## config.mk

```make
export PLATFORM = sky130hd
export DESIGN_NAME = fetch_stage
export DESIGN_NICKNAME = d
export VERILOG_FILES = /design/src/rtl/fetch_stage.sv
export SDC_FILE = /design/constraint.sdc
export NUM_CORES = 1
export LEC_CHECK = 0
export CAP_MARGIN = 25
export CELL_PAD_IN_SITES_DETAIL_PLACEMENT = 0
export CELL_PAD_IN_SITES_GLOBAL_PLACEMENT = 1
export CORE_UTILIZATION = 30
export CTS_CLUSTER_DIAMETER = 40
export DETAILED_ROUTE_END_ITERATION = 6
export PLACE_DENSITY_LB_ADDON = 0.08
export SLEW_MARGIN = 20
export SYNTH_ARGS = -nofsm -noshare
export SYNTH_HDL_FRONTEND = slang
export SYNTH_SLANG_ARGS = --single-unit
```

## constraint.sdc

```tcl
create_clock -name clk -period 5.55 [get_ports clk]
set_input_delay 1.11 -clock clk [delete_from_list [all_inputs] [get_ports clk]]
set_output_delay 1.11 -clock clk [all_outputs]
set_load 0.005 [all_outputs]
```

## src/rtl/fetch_stage.sv

```systemverilog
// fetch_stage: instruction fetch stage feeding decode.
// Owns the PC, issues word-aligned reads under a credit limit, buffers in-order
// responses and presents a registered {insn_valid, insn_addr, insn} to decode.
// Redirects flush the buffer and discard responses still in flight.
//
// Ports:
//   clk, rst                      clock, synchronous active-high reset
//   mem_req_valid/ready/addr      instruction memory read request (word address)
//   mem_rsp_valid/data            in-order read response, never back-pressured
//   redirect_valid/addr           branch/exception redirect target (word address)
//   stall                         decode cannot accept; hold outputs
//   insn_valid/insn_addr/insn     registered instruction to decode
//   perf_fetched/perf_dropped     saturating counters (only with FETCH_PERF_EN)
//
// Optional feature macro: FETCH_PERF_EN adds the two performance counters.
module fetch_stage #(
   parameter int unsigned ADDR_WIDTH      = 32,
   parameter int unsigned INSN_ADDR_START = 2,
   parameter int unsigned INSN_WIDTH      = 32,
   parameter logic [ADDR_WIDTH-INSN_ADDR_START-1:0] RESET_PC = '0,
   parameter int unsigned BUF_DEPTH       = 2
) (
   input  logic                                  clk,
   input  logic                                  rst,
   output logic                                  mem_req_valid,
   input  logic                                  mem_req_ready,
   output logic [ADDR_WIDTH-INSN_ADDR_START-1:0] mem_req_addr,
   input  logic                                  mem_rsp_valid,
   input  logic [INSN_WIDTH-1:0]                 mem_rsp_data,
   input  logic                                  redirect_valid,
   input  logic [ADDR_WIDTH-INSN_ADDR_START-1:0] redirect_addr,
   input  logic                                  stall,
`ifdef FETCH_PERF_EN
   output logic [31:0]                           perf_fetched,
   output logic [31:0]                           perf_dropped,
`endif
   output logic                                  insn_valid,
   output logic [ADDR_WIDTH-INSN_ADDR_START-1:0] insn_addr,
   output logic [INSN_WIDTH-1:0]                 insn
);

   localparam int unsigned AW = ADDR_WIDTH - INSN_ADDR_START;
   localparam int unsigned PW = (BUF_DEPTH > 1) ? $clog2(BUF_DEPTH) : 1;
   localparam int unsigned CW = PW + 1;
   localparam logic [CW:0] DEPTH_C = (CW+1)'(BUF_DEPTH);

   typedef enum logic [1:0] {BOOT, RUN, FLUSH} state_t;

   typedef struct packed {
      logic [AW-1:0]         addr;
      logic [INSN_WIDTH-1:0] data;
   } entry_t;

   state_t        state;
   logic [AW-1:0] pc;
   logic [AW-1:0] tag_q [BUF_DEPTH];
   entry_t        buf_q [BUF_DEPTH];
   logic [PW-1:0] tag_wr, tag_rd, buf_wr, buf_rd;
   logic [CW-1:0] outstanding, buf_cnt, drop_cnt, drop_reload;
   logic          credit_ok, req_fire, rsp_take, drop_rsp, push_buf, pop_buf;

   // Request credit: every in-flight read must already own a buffer slot.
   assign credit_ok     = ({1'b0, outstanding} + {1'b0, buf_cnt}) < DEPTH_C;
   assign mem_req_valid = !rst && (state != BOOT) && !redirect_valid && credit_ok;
   assign mem_req_addr  = pc;
   assign req_fire      = mem_req_valid && mem_req_ready;

   // Responses are ignored during BOOT; otherwise discarded on redirect or while
   // reads issued before the last redirect are still draining.
   assign rsp_take    = mem_rsp_valid && (state != BOOT);
   assign drop_rsp    = rsp_take && (redirect_valid || (drop_cnt != '0));
   assign push_buf    = rsp_take && !drop_rsp;
   assign pop_buf     = !redirect_valid && !stall && (buf_cnt != '0);
   assign drop_reload = outstanding - CW'(rsp_take);

   // Tag queue and response buffer storage (no reset needed).
   always_ff @(posedge clk) begin
      if (req_fire) tag_q[tag_wr] <= pc;
      if (push_buf) buf_q[buf_wr] <= '{addr: tag_q[tag_rd], data: mem_rsp_data};
   end

   // Control state, pointers, counters and output register.
   always_ff @(posedge clk) begin
      if (rst) begin
         state       <= BOOT;
         pc          <= RESET_PC;
         tag_wr      <= '0;
         tag_rd      <= '0;
         buf_wr      <= '0;
         buf_rd      <= '0;
         outstanding <= '0;
         buf_cnt     <= '0;
         drop_cnt    <= '0;
         insn_valid  <= 1'b0;
         insn_addr   <= '0;
         insn        <= '0;
      end else begin
         case (state)
            BOOT:    state <= RUN;
            RUN, FLUSH: begin
               if (redirect_valid)
                  state <= (drop_reload != '0) ? FLUSH : RUN;
               else if ((state == FLUSH) && drop_rsp && (drop_cnt == CW'(1)))
                  state <= RUN;
            end
            default: state <= BOOT;
         endcase

         outstanding <= outstanding + CW'(req_fire) - CW'(rsp_take);
         if (req_fire) tag_wr <= tag_wr + PW'(1);
         if (rsp_take) tag_rd <= tag_rd + PW'(1);

         if (redirect_valid) begin
            pc         <= redirect_addr;
            drop_cnt   <= drop_reload;
            buf_wr     <= '0;
            buf_rd     <= '0;
            buf_cnt    <= '0;
            insn_valid <= 1'b0;
         end else begin
            if (req_fire) pc <= pc + AW'(1);
            if (drop_rsp) drop_cnt <= drop_cnt - CW'(1);
            if (push_buf) buf_wr <= buf_wr + PW'(1);
            if (pop_buf)  buf_rd <= buf_rd + PW'(1);
            buf_cnt <= buf_cnt + CW'(push_buf) - CW'(pop_buf);
            // Output loads only from entries already buffered; no same-cycle bypass.
            if (!stall) begin
               insn_valid <= pop_buf;
               if (pop_buf) begin
                  insn_addr <= buf_q[buf_rd].addr;
                  insn      <= buf_q[buf_rd].data;
               end
            end
         end
      end
   end

`ifdef FETCH_PERF_EN
   // Saturating counters: instructions handed to decode, responses discarded.
   always_ff @(posedge clk) begin
      if (rst) begin
         perf_fetched <= '0;
         perf_dropped <= '0;
      end else begin
         if (insn_valid && !stall && (perf_fetched != '1)) perf_fetched <= perf_fetched + 32'd1;
         if (drop_rsp && (perf_dropped != '1))             perf_dropped <= perf_dropped + 32'd1;
      end
   end
`else
   // Performance counters not built.
`endif

   // A response with nothing outstanding is a memory protocol error.
   rsp_needs_outstanding: assert property (@(posedge clk) disable iff (rst)
      (mem_rsp_valid && (state != BOOT)) |-> (outstanding != '0));

endmodule

```

# Word level (Yosys, flattened, before mapping)
# Memories as Yosys holds them, arrays and structs flattened. A register that Yosys moved wholly into a read port is not among the register bits.
# Index checks and enable logic that the tools add are counted.
[totals]
regBits = 43
memories = 2
word_cells = 71
ram_bits = 184
[classes]
n_eq_ne = 4
order_cmp = 1
bitwise_logic = 2
reduce_logical = 26
muxes = 14
add_sub_neg = 12
[mem_list]
columns = ["memory", "words", "word_bits", "rd", "rd_ports_with_merged_regs", "wr", "line_no", "text"]
rows = [
  ["buf_q", 2, 62, 1, 1, 1, "57", "entry_t buf_q [BUF_DEPTH];"],
  ["tag_q", 2, 30, 1, 1, 1, "56", "logic [AW-1:0] tag_q [BUF_DEPTH];"],
]
[ops]
columns = ["op", "n"]
rows = [
  ["2-to-1 mux 30 bit", 2],
  ["adder 30 x 1 -> 30 bit, second input constant", 1],
  ["nonzero test 2 bit", 6],
  ["logical AND 1 bit", 11],
  ["2-to-1 mux 2 bit", 5],
  ["2-to-1 mux 1 bit", 6],
  ["subtractor 2 x 1 -> 2 bit", 3],
  ["adder 1 bit, second input constant", 4],
  ["adder 2 x 1 -> 2 bit", 2],
  ["== test 2 x 1 -> 1 bit, second input constant", 2],
  ["zero test 1 bit", 4],
  ["one-hot mux 2 bit (2 select lines)", 1],
  ["OR reduction 2 bit", 2],
  ["adder 2 x 2 -> 3 bit", 1],
  ["less-than comparator 3 x 2 -> 1 bit, second input constant", 1],
  ["inequality test 3 bit, second input constant", 1],
  ["AND reduction 3 bit", 1],
  ["== test 2 bit, second input constant", 1],
  ["zero test 2 bit", 1],
  ["inverter 1 bit", 2],
  ["subtractor 2 x 1 -> 2 bit, second input constant", 1],
  ["logical OR 1 bit", 1],
]

# Longest topological paths before layout
[depth]
word_depth = 8
mapped_depth = 14
ltp_nobuf = 11

# Worst setup path after synthesis
# OpenSTA, ideal clock, no wires.
[synth_timing]
path_kind = "input to register"
startpoint = "in redirect_valid"
endpoint = "mem buf_q[0][0] (netlist name) (enable)"
path_slack_ns = 0.692
setup_ns = 0.482
t_arrival_ns = 4.375
stages = 4
required_time_ns = 5.068
path_cell_list = "clkbuf_1 clkbuf_1 nand3b_1 nor2_1"
[synth_between]
elab_chain_cells = 6
[synth_lines]
columns = ["item", "line_no", "text"]
rows = [
  ["start: declaration", "30", "input logic redirect_valid,"],
  ["logical OR 1 bit", "71", "assign drop_rsp = rsp_take && (redirect_valid || (drop_cnt != '0));"],
  ["logical AND 1 bit", "71", ""],
  ["zero test 1 bit", "72", "assign push_buf = rsp_take && !drop_rsp;"],
  ["logical AND 1 bit", "72", ""],
  ["2-to-1 mux 1 bit", "79", "if (push_buf) buf_q[buf_wr] <= '{addr: tag_q[tag_rd], data: mem_rsp_data};"],
  ["2-to-1 mux 1 bit (implied by the code)", "79", ""],
  ["end: declaration", "57", ""],
]
# Every way passes these cells.

# Worst setup path in the final report
[layout_timing]
startpoint = "reg outstanding[0]"
endpoint = "out mem_req_valid"
[layout_between]
elab_chain_cells = 3
[layout_lines]
columns = ["item", "line_no", "text"]
rows = [
  ["start: declaration", "59", "logic [CW-1:0] outstanding, buf_cnt, drop_cnt, drop_reload;"],
  ["start signal: assignment", "109", "outstanding <= outstanding + CW'(req_fire) - CW'(rsp_take);"],
  ["adder 2 x 2 -> 3 bit", "63", "assign credit_ok = ({1'b0, outstanding} + {1'b0, buf_cnt}) < DEPTH_C;"],
  ["less-than comparator 3 x 2 -> 1 bit", "63", ""],
  ["logical AND 1 bit", "64", "assign mem_req_valid = !rst && (state != BOOT) && !redirect_valid && credit_ok;"],
  ["end: declaration", "25", "output logic mem_req_valid,"],
]
# Every way passes these cells.

==> results.md <==
* Drt pass-1 iters at 4
* CP endpoint kind: output port
* Final WS setup at 2.07 ns
* CP Data Required Time at 4.44 ns
* Worst-Skew Late Latency at 0.56 ns
* Synth Area in Adders at 1.41%
* Slew headroom at 35.1%
* Peak Freq at 288 MHz
* # IOs at 162
* Seq/Total Area, Yosys at 68.4%
* Clock Pin Slew Worst Setup and Hold Paths at 0.05 ns
* Clock buffer count from CTS at 50
* Remaining global-route overflow at 0
* Worst slack, placed at 1.70 ns
* Total of max-cap violations at 0
* CP cell instances: and2_1 > fa_1 > nor3_1 > and2_1 > clkdlybuf4s50_1
* Post-CTS sizing at 0
* Setup bufs post-CTS at 0
* Final Util at 40.6%
* Largest net degree at the start of global routing at 126
* Final ANT Viol Nets at 0
* First-pass GRT wire length at 41.6 mm
* Synth unique cells at 49
* Pwr Total at 5.88 mW
* Minimum clock period at 3.48 ns
* Synth top area share at 49.4%
* Ant diodes at 0
* Number of global-route vias before repair at 6973
* Final Non-Filler Cells at 1515
* GRT Overall Usage at 14.4%
* Nets at 1086
* Wirelength per Cell at 17.7 um
* Largest family of logic cells by synthesized area: simple AND/OR/NAND/NOR gates
* Hold Path Cell Cnt at 2
* Placed Area at 13300 um^2
* Synth async-reset ratio at 0%
* Most used cell, CP: and2_1
* Final wirelength at 26.9 mm
* Cell Area, Synth at 11200 um^2
* Initial antenna violation count at 0
* RSZ-0062 raised after global routing: false
* Total core area at 36600 um^2
* FF+latch count, synth at 290
* Port Buffers at 161
* Crit Path Category: reg -> out
* CP max-delay cell: clkdlybuf4s50_1
* Actual slew at the worst max-slew pin at 0.974 ns
* Worst Reg-to-Reg Cells at 11
* Syn avg cell area at 13.4 um^2
* Number of remaining DRC errors at 0
* Finished Cell Area at 14900 um^2
* Dpl cells at 1422
* CTS tree: done
* Share of cells above drive strength 1 at 13.1%
* Die area at 38000 um^2
* Setup TNS at 0 ns
* Standard-cell row count at 70
* Post-Syn Instances at 831
* CTS Sinks at 290
* Ranking of synthesized cells by area: edfxtp_1, dfxtp_1, mux2i_1, a211oi_1, nor2_1
* Worst min path class: reg -> reg
* Pwr per Cell Area at 396 nW/um^2
* Area leader, netlist: edfxtp_1
* Status: finished, final reports clean
* Area growth, synth to finish at 33.1%
* Crit-path max cell delay at 0.50 ns
* Min Hold Slack at 0.462 ns
* Syn nets at 911
* Die Ht at 195 um
* DIE WIDTH at 195 um
* Xor and xnor area share after synthesis at 1.33%
* Starting Density at 30.5%
* H-tree depth at 2
* EDFF count, synth at 184
* Critical Path AT at 2.37 ns
* Syn. warnings at 0
* Mux cell area share after synthesis at 8.86%
* Static Leak at 4.82 nW
* Peak supply drop at 0.174 mV
* Clock root buffer master: clkbuf_16
* Clock skew at 0.0136 ns
* DP Wirelength at 16.6 mm
* Fraction of the cycle the final worst path needs at 62.6%
* Count leader, synth: edfxtp_1
* Synth top cells by count: edfxtp_1, dfxtp_1, nor2_1
* Hold Buf Count CTS at 0
* Top_reg_cell synth: edfxtp_1
* Final setup viols at 0
* Avg Vias per Cell at 4.65
* Synth Area in Simple Gates at 9.34%
* CP startpoint kind: flip-flop
* Worst-path maximum fanout at 3
* Final Hold Fails at 0
* RD Place Congestion at 0.694
* Synth Area in Compound Gates at 8.30%
* 1st-iter DRT viols at 386
* Pins Over Slew Limit at 0
* DR vias at 7044
* CTS max path bufs at 3
cell type report:
class	count	area, um^2
Clock buffer	61	1320
Inverter	14	52.6
Tap cell	468	586
Clock inverter	32	249
Timing Repair Buffer	174	1710
Fill cell	3442	21700
Multi-Input combinational cell	476	3290
Sequential cell	290	7650
power breakdown:
| group | total [mW] | switching [mW] | internal [mW] |
|---|---|---|---|
| Clock | 2.82 | 1.03 | 1.79 |
| Combinational | 0.538 | 0.283 | 0.254 |
| Sequential | 2.52 | 0.0734 | 2.45 |
critical path, delay by kind of cell (launching register included):
kind	cells	cell delay, ns
flops	1	0.36
simple gates	3	0.53
fa+ha+maj	1	0.41
buf+inv	1	0.50
per-layer routing:
metal | up-vias | share of wire, % | GRT usage (%)
met5 | - | 0 | 0
met4 | 0 | 2.0 | 4.49
met3 | 42 | 4.9 | 4.04
met2 | 163 | 46 | 22.5
met1 | 3341 | 48 | 19.2
li1 | 3498 | - | -
layout by cell type (no fill, tap or decap), types with 17 or more instances in the layout:
master / netlist / routed
dfxtp_1: 106 / 105
a211oi_1: 64 / 64
o21ai_0: 17 / 17
edfxtp_1: 184 / 184
nor2_1: 101 / 96
clkdlybuf4s50_1: 0 / 159
mux2_2: 31 / 31
nand2_1: 29 / 29
a21oi_1: 21 / 21
mux2i_1: 64 / 64
clkbuf_16: 0 / 51
nand3_1: 19 / 19
flip-flops by register name, indices dropped and copies added (netlist names), named ones only:
register / count
outstanding: 2
mem_req_addr: 30
buf_q: 124
buf_cnt: 2
tag_wr: 1
buf_wr: 1
tag_rd: 1
insn_addr: 30
buf_rd: 1
insn: 32
state: 2
insn_valid: 1
tag_q: 60
drop_cnt: 2
logic make-up (layout without fill, tap and decap cells):
kind of cell | after synthesis | in the layout
AND/OR/NAND/NOR | 215 | 215
XOR/XNOR | 17 | 17
flip-flops | 290 | 290
adder cells (fa/ha/maj) | 12 | 12
AO/OA/AOI/OAI | 137 | 137
buffers and inverters | 65 | 281
multiplexers | 95 | 95
final timing paths:
kind	to	from	slack, ns
max	mem_req_valid	outstanding[0]$_SDFF_PP0_	2.07
min	insn_valid$_SDFFE_PP0N_	insn_valid$_SDFFE_PP0N_	0.46
max reg2reg	outstanding[1]$_SDFF_PP0_	outstanding[0]$_SDFF_PP0_	2.31
min reg2reg	insn_valid$_SDFFE_PP0N_	insn_valid$_SDFFE_PP0N_	0.46
Power figures use the tool's default switching activity.
==> patch, RTL diff (same settings) <==
`INSN_WIDTH`: 32 -> 64.
--- a/src/rtl/fetch_stage.sv
+++ b/src/rtl/fetch_stage.sv
@@ -18,3 +18,3 @@
    parameter int unsigned INSN_ADDR_START = 2,
-   parameter int unsigned INSN_WIDTH      = 32,
+   parameter int unsigned INSN_WIDTH      = 64,
    parameter logic [ADDR_WIDTH-INSN_ADDR_START-1:0] RESET_PC = '0,
Interface: changed (resized insn and mem_rsp_data); port bits go from 162 to 226. The function was not compared with the original's and may differ.
==> patch against the original RTL <==
Core utilization is 1.1 points higher; setup slack worse by 0.044 ns; sequential cell count is 96 higher; routed wire length is 37% higher; clock skew is 0.0041 ns higher; clock power is 57% higher; area after synthesis is 29% higher; power is 43% higher; synthesized cell count is 23% higher; sequential share of layout area is 0.093 points lower; design area is 34% higher; combinational power is 22% higher.
==> patch: results (changes against the original RTL) <==
sta:
  finClkSkew_ns: 0.01770  # +0.004113 ns
  tightestPinTransition_ns: 0.9981  # +0.02444 ns
grt:
  grt_usage_pct: 15.17  # +0.80 points
  grt_max_degree: 177  # +40%
synthesis:
  ys_top_cells_by_count: "edfxtp_1 (248), dfxtp_1 (138), nor2_1 (127)"
  synth_compound_area_share_pct: 8.209  # -0.088 points
  ys_async_sr_fraction_pct: 0  # unchanged
  synthMuxAreaShare_pct: 9.213  # +0.36 points
  synth-edff-count: 248  # +35%
  yosys.area_share.xor_xnor_pct: 0.9689  # -0.36 points
  yosysSeqAreaShare_pct: 70.59  # +2.2 points
  synth_nets: 1136  # +25%
  synthTopCellsByArea: "edfxtp_1 (51%), dfxtp_1 (19%), mux2i_1 (6.6%)"
  synthCells: 1024  # +23%
  synth_cell_types: 56  # +14%
clock_tree:
  cts-buffers-inserted: 70  # +40%
  ctsHtreeMaxLevel: 3  # +1
  clk_latency_ns: 0.57
final_layout:
  fin_nets: 1386  # +28%
  biggestRegsByFlops: "buf_q: 188 flops, insn: 64 flops, tag_q: 60 flops"
  drive_gt1_share_pct: 13.04  # -0.048 points
route:
  routed_via_density: 4.643  # -0.14%
  drt-initial-drc-count: 447  # +16%
  vias: 9021  # +28%
run_status:
  status: "finished clean"
hold_path:
  hold_class: "reg2reg"
pwr:
  p_leak_nw: 6.421  # +33%
  power.net_switching_mw: 1.819  # +31%
  ir_drop_v: 0.0001621  # -6.8%
placed_design:
  dp_slack_ns: 1.493  # -0.2089 ns
  dp_cells: 1817  # +28%
  dpl.hpwl_um: 23220  # +40%
  place_area_mm2: 0.01742  # +31%
  portBuffers: 225  # +40%
  routabilityCongestion: 0.6912  # -0.42%
setup_path:
  arrival_ns: 3.69  # +1.32 ns
patch: area by class of cell:
class	count	area (µm²)
fillers	4398	27760
multi-input cells	557	3938
well taps	615	769.5
clock inverters	32	470.5
clock buffers	93	1996
repair buffers	243	2435
diodes	1	2.502
flip-flops and latches	386	10210
inverters	16	62.56
patch: kinds of logic after synthesis:
| kind of cell | after synthesis |
|---|---|
| buffers and inverters | 81 |
| muxes | 129 |
| AOI/OAI and AO/OA | 171 |
| adders and majority gates | 12 |
| xor gates and xnor gates | 16 |
| DFF | 386 |
| and+or+nand+nor | 229 |
patch: final timing paths:
check	startpoint	to	slack [ns]	depth (start not counted)
setup / recovery	buf_cnt[0]$_SDFF_PP0_	tag_q[0][24]$_DFFE_PP_	2.03	6
hold / removal	insn_valid$_SDFFE_PP0N_	insn_valid$_SDFFE_PP0N_	0.47	2
setup reg to reg	buf_cnt[0]$_SDFF_PP0_	tag_q[0][24]$_DFFE_PP_	2.03	6
hold reg to reg	insn_valid$_SDFFE_PP0N_	insn_valid$_SDFFE_PP0N_	0.47	2
patch: per-layer routing:
metal  GRT usage (%)  vias up  wire length (µm)
met5               0        -                 0
met4           5.130        0               820
met3           3.856       66              1654
met2           23.96      221             17270
met1           20.25     4329             17000
li1                -     4405                 -
patch: critical path: stages (launching register included):
cell and delay, ns:
dfxtp_1 0.32, and2_1 0.16, fa_1 0.45, nor3_2 0.23
and3_1 0.79, inv_4 0.35, nor2_4 0.80
patch: power by group through the flow:
stage / combinational (mW) / clock [mW] / sequential, mW
after detailed placement: 0.673 / 0 / 3.39
after floorplan: 0.378 / 0 / 3.38
after global placement: 0.675 / 0 / 3.39
after CTS: 0.679 / 4.54 / 3.34
final: 0.659 / 4.42 / 3.33
after global routing: 0.733 / 4.67 / 3.35
